<file path="config.mk">
export PLATFORM = sky130hd
export DESIGN_NAME = load_sched
export DESIGN_NICKNAME = d
export VERILOG_FILES = /design/src/rtl/load_sched.sv
export SDC_FILE = /design/constraint.sdc
export NUM_CORES = 1
export LEC_CHECK = 0
export CAP_MARGIN = 25
export CORE_MARGIN = 1
export CORE_UTILIZATION = 44
export CTS_BUF_LIST = sky130_fd_sc_hd__clkbuf_16
export DETAILED_ROUTE_END_ITERATION = 16
export PLACE_DENSITY = 0.8
export SETUP_SLACK_MARGIN = 0.1
export SLEW_MARGIN = 10
export SYNTH_ARGS = -nofsm -noshare
export SYNTH_HDL_FRONTEND = slang
export SYNTH_SLANG_ARGS = --single-unit
</file>
<file path="constraint.sdc">
create_clock -name clk -period 2.6 [get_ports clk]
set_input_delay 0.52 -clock clk [delete_from_list [all_inputs] [get_ports clk]]
set_output_delay 0.52 -clock clk [all_outputs]
set_load 0.05 [all_outputs]
</file>
<file path="src/rtl/load_sched.sv">
// Round-robin owner of a load/increment datapath: one LOAD cycle then RUN_LEN increment cycles per grant.
// Grant 1 cycle after req from IDLE; owner dropping req in RUN releases at once; losers wait in req.
module load_sched #(
  parameter int NREQ    = 4,
  parameter int DW      = 8,
  parameter int RUN_LEN = 8
) (
  input  logic                    clk,
  input  logic                    rstn,
  input  logic [NREQ-1:0]         req,
  input  logic [NREQ*DW-1:0]      req_data,
  output logic [NREQ-1:0]         gnt,
  output logic [NREQ-1:0]         done,
  output logic                    sel,
  output logic [DW-1:0]           load_data,
  output logic                    busy,
  output logic [$clog2(NREQ)-1:0] owner
);

  localparam int IW = $clog2(NREQ);
  localparam int CW = $clog2(RUN_LEN + 1);

  typedef enum logic [1:0] {
    S_IDLE = 2'd0,
    S_LOAD = 2'd1,
    S_RUN  = 2'd2
  } state_t;

  state_t          r_state;
  state_t          w_state_nxt;

  logic [NREQ-1:0] r_gnt;
  logic [NREQ-1:0] r_done;
  logic            r_sel;
  logic [DW-1:0]   r_load_data;
  logic            r_busy;
  logic [IW-1:0]   r_owner;
  logic [IW-1:0]   r_last;
  logic [CW-1:0]   r_cnt;

  logic [NREQ-1:0] w_gnt_nxt;
  logic [NREQ-1:0] w_done_nxt;
  logic            w_sel_nxt;
  logic [DW-1:0]   w_load_nxt;
  logic            w_busy_nxt;
  logic [IW-1:0]   w_owner_nxt;
  logic [IW-1:0]   w_last_nxt;
  logic [CW-1:0]   w_cnt_nxt;

  logic            w_any;
  logic [IW-1:0]   w_win;
  logic [IW:0]     w_cand;

  assign w_any = |req;

  // Scan farthest-to-nearest from last+1 so the nearest requester is the final assignment.
  always_comb begin
    w_win  = r_last;
    w_cand = '0;
    for (int k = NREQ; k >= 1; k--) begin
      w_cand = {1'b0, r_last} + (IW+1)'(k);
      if (w_cand >= (IW+1)'(NREQ)) begin
        w_cand = w_cand - (IW+1)'(NREQ);
      end
      if (req[w_cand[IW-1:0]]) begin
        w_win = w_cand[IW-1:0];
      end
    end
  end

  always_ff @(posedge clk or negedge rstn) begin
    if (!rstn) begin
      r_state <= S_IDLE;
    end else begin
      r_state <= w_state_nxt;
    end
  end

  always_comb begin
    w_state_nxt = r_state;
    case (r_state)
      S_IDLE: begin
        if (w_any) begin
          w_state_nxt = S_LOAD;
        end
      end
      S_LOAD: begin
        w_state_nxt = S_RUN;
      end
      S_RUN: begin
        if (!req[r_owner] || (r_cnt == CW'(1))) begin
          w_state_nxt = S_IDLE;
        end
      end
      default: begin
        w_state_nxt = S_IDLE;
      end
    endcase
  end

  always_comb begin
    w_gnt_nxt   = '0;
    w_done_nxt  = '0;
    w_sel_nxt   = 1'b0;
    w_busy_nxt  = (w_state_nxt != S_IDLE);
    w_load_nxt  = r_load_data;
    w_owner_nxt = r_owner;
    w_last_nxt  = r_last;
    w_cnt_nxt   = r_cnt;
    case (r_state)
      S_IDLE: begin
        if (w_any) begin
          w_owner_nxt      = w_win;
          w_last_nxt       = w_win;
          w_load_nxt       = req_data[int'(w_win)*DW +: DW];
          w_sel_nxt        = 1'b1;
          w_gnt_nxt[w_win] = 1'b1;
        end
      end
      S_LOAD: begin
        w_cnt_nxt = CW'(RUN_LEN);
      end
      S_RUN: begin
        w_cnt_nxt = r_cnt - CW'(1);
      end
      default: begin
        w_cnt_nxt = '0;
      end
    endcase
    // done is registered, so raise it on entry to the RUN cycle whose count is 1.
    if ((w_state_nxt == S_RUN) && (w_cnt_nxt == CW'(1))) begin
      w_done_nxt[r_owner] = 1'b1;
    end
  end

  always_ff @(posedge clk or negedge rstn) begin
    if (!rstn) begin
      r_gnt       <= '0;
      r_done      <= '0;
      r_sel       <= 1'b0;
      r_load_data <= '0;
      r_busy      <= 1'b0;
      r_owner     <= '0;
      r_last      <= IW'(NREQ - 1);
      r_cnt       <= '0;
    end else begin
      r_gnt       <= w_gnt_nxt;
      r_done      <= w_done_nxt;
      r_sel       <= w_sel_nxt;
      r_load_data <= w_load_nxt;
      r_busy      <= w_busy_nxt;
      r_owner     <= w_owner_nxt;
      r_last      <= w_last_nxt;
      r_cnt       <= w_cnt_nxt;
    end
  end

  assign gnt       = r_gnt;
  assign done      = r_done;
  assign sel       = r_sel;
  assign load_data = r_load_data;
  assign busy      = r_busy;
  assign owner     = r_owner;

  a_gnt_onehot: assert property (@(posedge clk) disable iff (!rstn) $onehot0(r_gnt));
  a_done_onehot: assert property (@(posedge clk) disable iff (!rstn) $onehot0(r_done));
  a_gnt_done_excl: assert property (@(posedge clk) disable iff (!rstn) !((|r_gnt) && (|r_done)));

endmodule

</file>
==> out/qor.csv <==
metric,value,unit
"Setup violations, final",0,
DIE AREA,3710,µm²
vias after detailed routing,1406,
end of the worst hold path,load_data[6]$_DFFE_PN0P_,
Num CTS Buffers,3,
H-tree depth,1,
Hold Crit Class,register to register,
core area,3340,µm²
grt total ovfl,0,
status,"finished, final reports clean",
Design Power,2.79,mW
"Setup Fix Bufs, Post-CTS",0,
synthesized area per cell,10.3,µm²
largest net degree at the start of global routing,29,
r2r setup slk,0.47,ns
Clock Root Buffer,clkbuf_16,
area grow syn2layout,47.5,%
post-route cell area,2250,µm²
CTS hold repair buffers,0,
critical setup path kind,input pin to register,
Final Hold Fails,0,
"Top FF cell, synth",dfrtp_1,
Pint,1.52,mW
Placed Instance Area,2170,µm²
Max clock buf depth,2,
Netlist cell types,42,
Cells after Synth,148,
CTS Sinks,28,
Setup crit end kind,register,
Worst R2R Start,r_last[1]$_DFFE_PN1P_,
Reg power frac,0.283,
fin nets,251,
total inserted antenna cells,0,
sequential fraction of the synthesis area,0.461,
Max-cap violations,0,
RSZ-0062 raised after global routing,false,
post-CTS sizing,0,
post-route setup slack,0.310,ns
antenna violations before repair,0,
DRC viols,0,
FP Rows,21,
min cycle time layout,2.29,ns
FF-to-FF path depth,6,
combinational group share of total power,0.592,
share of cells above drive strength 1,0.143,
"Max FO, Critical Path",8,
Tcrit/Tclk final,0.881,
worst hold stages,1,
capturing point of the worst reg2reg path,load_data[2]$_DFFE_PN0P_,
CTS tree,yes,
DRT iter0 DRCs,77,
Routed Antenna Nets,0,
Synth Cell Area,1530,µm²
first-pass GRT wire length,6.29,mm
YS warnings,0,
vias per std cell,5.49,
WL per Instance,15.5,µm
final WL,3.96,mm
arrival time of the worst setup path,2.43,ns
Setup WS pre-CTS,0.0650,ns
pwr/cell area,1240,nW/µm²
worst hold margin,0.516,ns
initial core utilization,0.457,
Critical Path RT,2.74,ns
startpoint types,input pin,
standby leakage power,0.977,nW
Filler Cells Inserted,260,
Post-synth EDFFs,0,
# IOs,58,
vias in the first global route,1373,
Post-DP HPWL,3.13,mm
VDD IR max,0.000575,V
sw frac,0.457,
Switch Pwr,1.27,mW
Max Fclk,437,MHz
Worst-Skew Late Latency,0.26,ns
Slew headroom,0.555,
gr usage total,0.229,
Mapped Nets,188,
Post-synth ARST share,1.00,
Die H,60.9,µm
Port-buffer cells,57,
"Clk pin slew, worst setup/hold paths",0.07,ns
Worst Clk Skew,0.00368,ns
first-pass iteration count of the detailed router,6,
max-slew violation total from the final report,0,
sum of negative setup slack,0,ns
#FFs+latches synth,28,
Die Wd,60.9,µm
clock share of power,0.125,
Final Wtd Congestion,0.835,
Worst-Margin Slew,0.667,ns
hold path startpoint,load_data[6]$_DFFE_PN0P_,
==> critical path, stage by stage <==
cell	delay, ns
clkdlybuf4s50_1	0.56
mux2i_2	0.13
a22oi_1	0.57
nand2_1	0.26
o22ai_1	0.26
a221oi_1	0.12
==> Yosys cell counts (2+ instances only) <==
master	number	share of area
dfrtp_1	26	0.43
a21oi_1	12	0.039
nor2_1	11	0.027
nand3_1	8	0.026
o21ai_0	8	0.026
a221o_1	7	0.046
inv_1	7	0.017
mux2_4	7	0.069
nand2b_1	7	0.029
nor3_1	7	0.023
nand2_1	6	0.015
buf_2	3	0.0098
clkbuf_1	3	0.0074
a21o_1	2	0.0098
buf_6	2	0.015
dfstp_2	2	0.034
ha_1	2	0.016
nor2b_1	2	0.0082
o211ai_1	2	0.0098
o22ai_1	2	0.0082
==> cell families (layout without fill, tap and decap cells) <==
family,after synthesis,count (layout),share of synthesized area
xor gates and xnor gates,2,2,0.0115
adders and majority gates,2,2,0.0164
muxes,10,10,0.0992
and+or+nand+nor,48,48,0.166
AOI/OAI and AO/OA,42,42,0.195
buffers and inverters,16,78,0.0516
DFF,28,28,0.461
==> power by group through the flow <==
stage / clock (mW) / sequential [mW] / combinational [mW]
final: 0.348 / 0.790 / 1.65
after global routing: 0.364 / 0.817 / 1.78
after CTS: 0.352 / 0.787 / 1.65
after detailed placement: 0 / 0.796 / 1.64
after global placement: 0 / 0.781 / 1.59
after floorplan: 0 / 1.13 / 0.795
==> worst max-delay path by stage <==
stage | from | end | slack [ns] | cells after the start
floorplan | r_last[1]$_DFFE_PN1P_ | load_data[0]$_DFFE_PN0P_ | 0.61 | 6
global placement | req[0] | load_data[0]$_DFFE_PN0P_ | 0.14 | 7
detailed placement | req[0] | load_data[0]$_DFFE_PN0P_ | 0.07 | 7
CTS | req[0] | load_data[5]$_DFFE_PN0P_ | 0.32 | 6
global route | req[0] | load_data[5]$_DFFE_PN0P_ | 0.18 | 6
finish | req[0] | load_data[5]$_DFFE_PN0P_ | 0.31 | 6
==> sequential cells by signal, summed over array words and instances (netlist names) <==
register and flops:
busy 1, done 4, gnt 4, load_data 8
owner 2, r_cnt 4, r_last 2, r_state 2
sel 1
==> cells in the final DEF, fill, tap and decap left out, drive strengths merged, types with 2 or more instances in the layout <==
| cell type | n |
|---|---|
| clkdlybuf4s50 | 57 |
| dfrtp | 26 |
| a21oi | 13 |
| nor2 | 13 |
| buf | 9 |
| inv | 9 |
| o21ai | 9 |
| nand3 | 8 |
| nand2b | 7 |
| nor3 | 7 |
| mux2 | 7 |
| a221o | 7 |
| nand2 | 6 |
| clkbuf | 3 |
| nor2b | 2 |
| a21o | 2 |
| o211ai | 2 |
| o22ai | 2 |
| ha | 2 |
| dfstp | 2 |
| mux2i | 2 |
| a22o | 2 |
==> metrics by stage <==
stage | util | std cells
after global routing | 0.675 | 256
after CTS | 0.675 | 256
after floorplan | - | 148
final | 0.675 | 256
after global placement | 0.651 | 252
after detailed placement | 0.651 | 252
==> layout make-up <==
cell class,instances,area [µm²],share of cell area
Clock buffer,3,75.1,0.0333
Clock inverter,1,3.75,0.00167
Inverter,8,30.0,0.0133
Multi-Input combinational cell,104,744,0.331
Sequential cell,28,703,0.312
Tap cell,46,57.6,0.0256
Timing Repair Buffer,66,638,0.283
==> routing by layer <==
metal  up-vias  track usage  part of all wire
met5         -            0                 0
met4         0       0.0844             0.017
met3         8       0.0384             0.044
met2        46        0.380              0.53
met1       692        0.303              0.41
li1        660            -                 -
(Power assumes the default switching activity.)
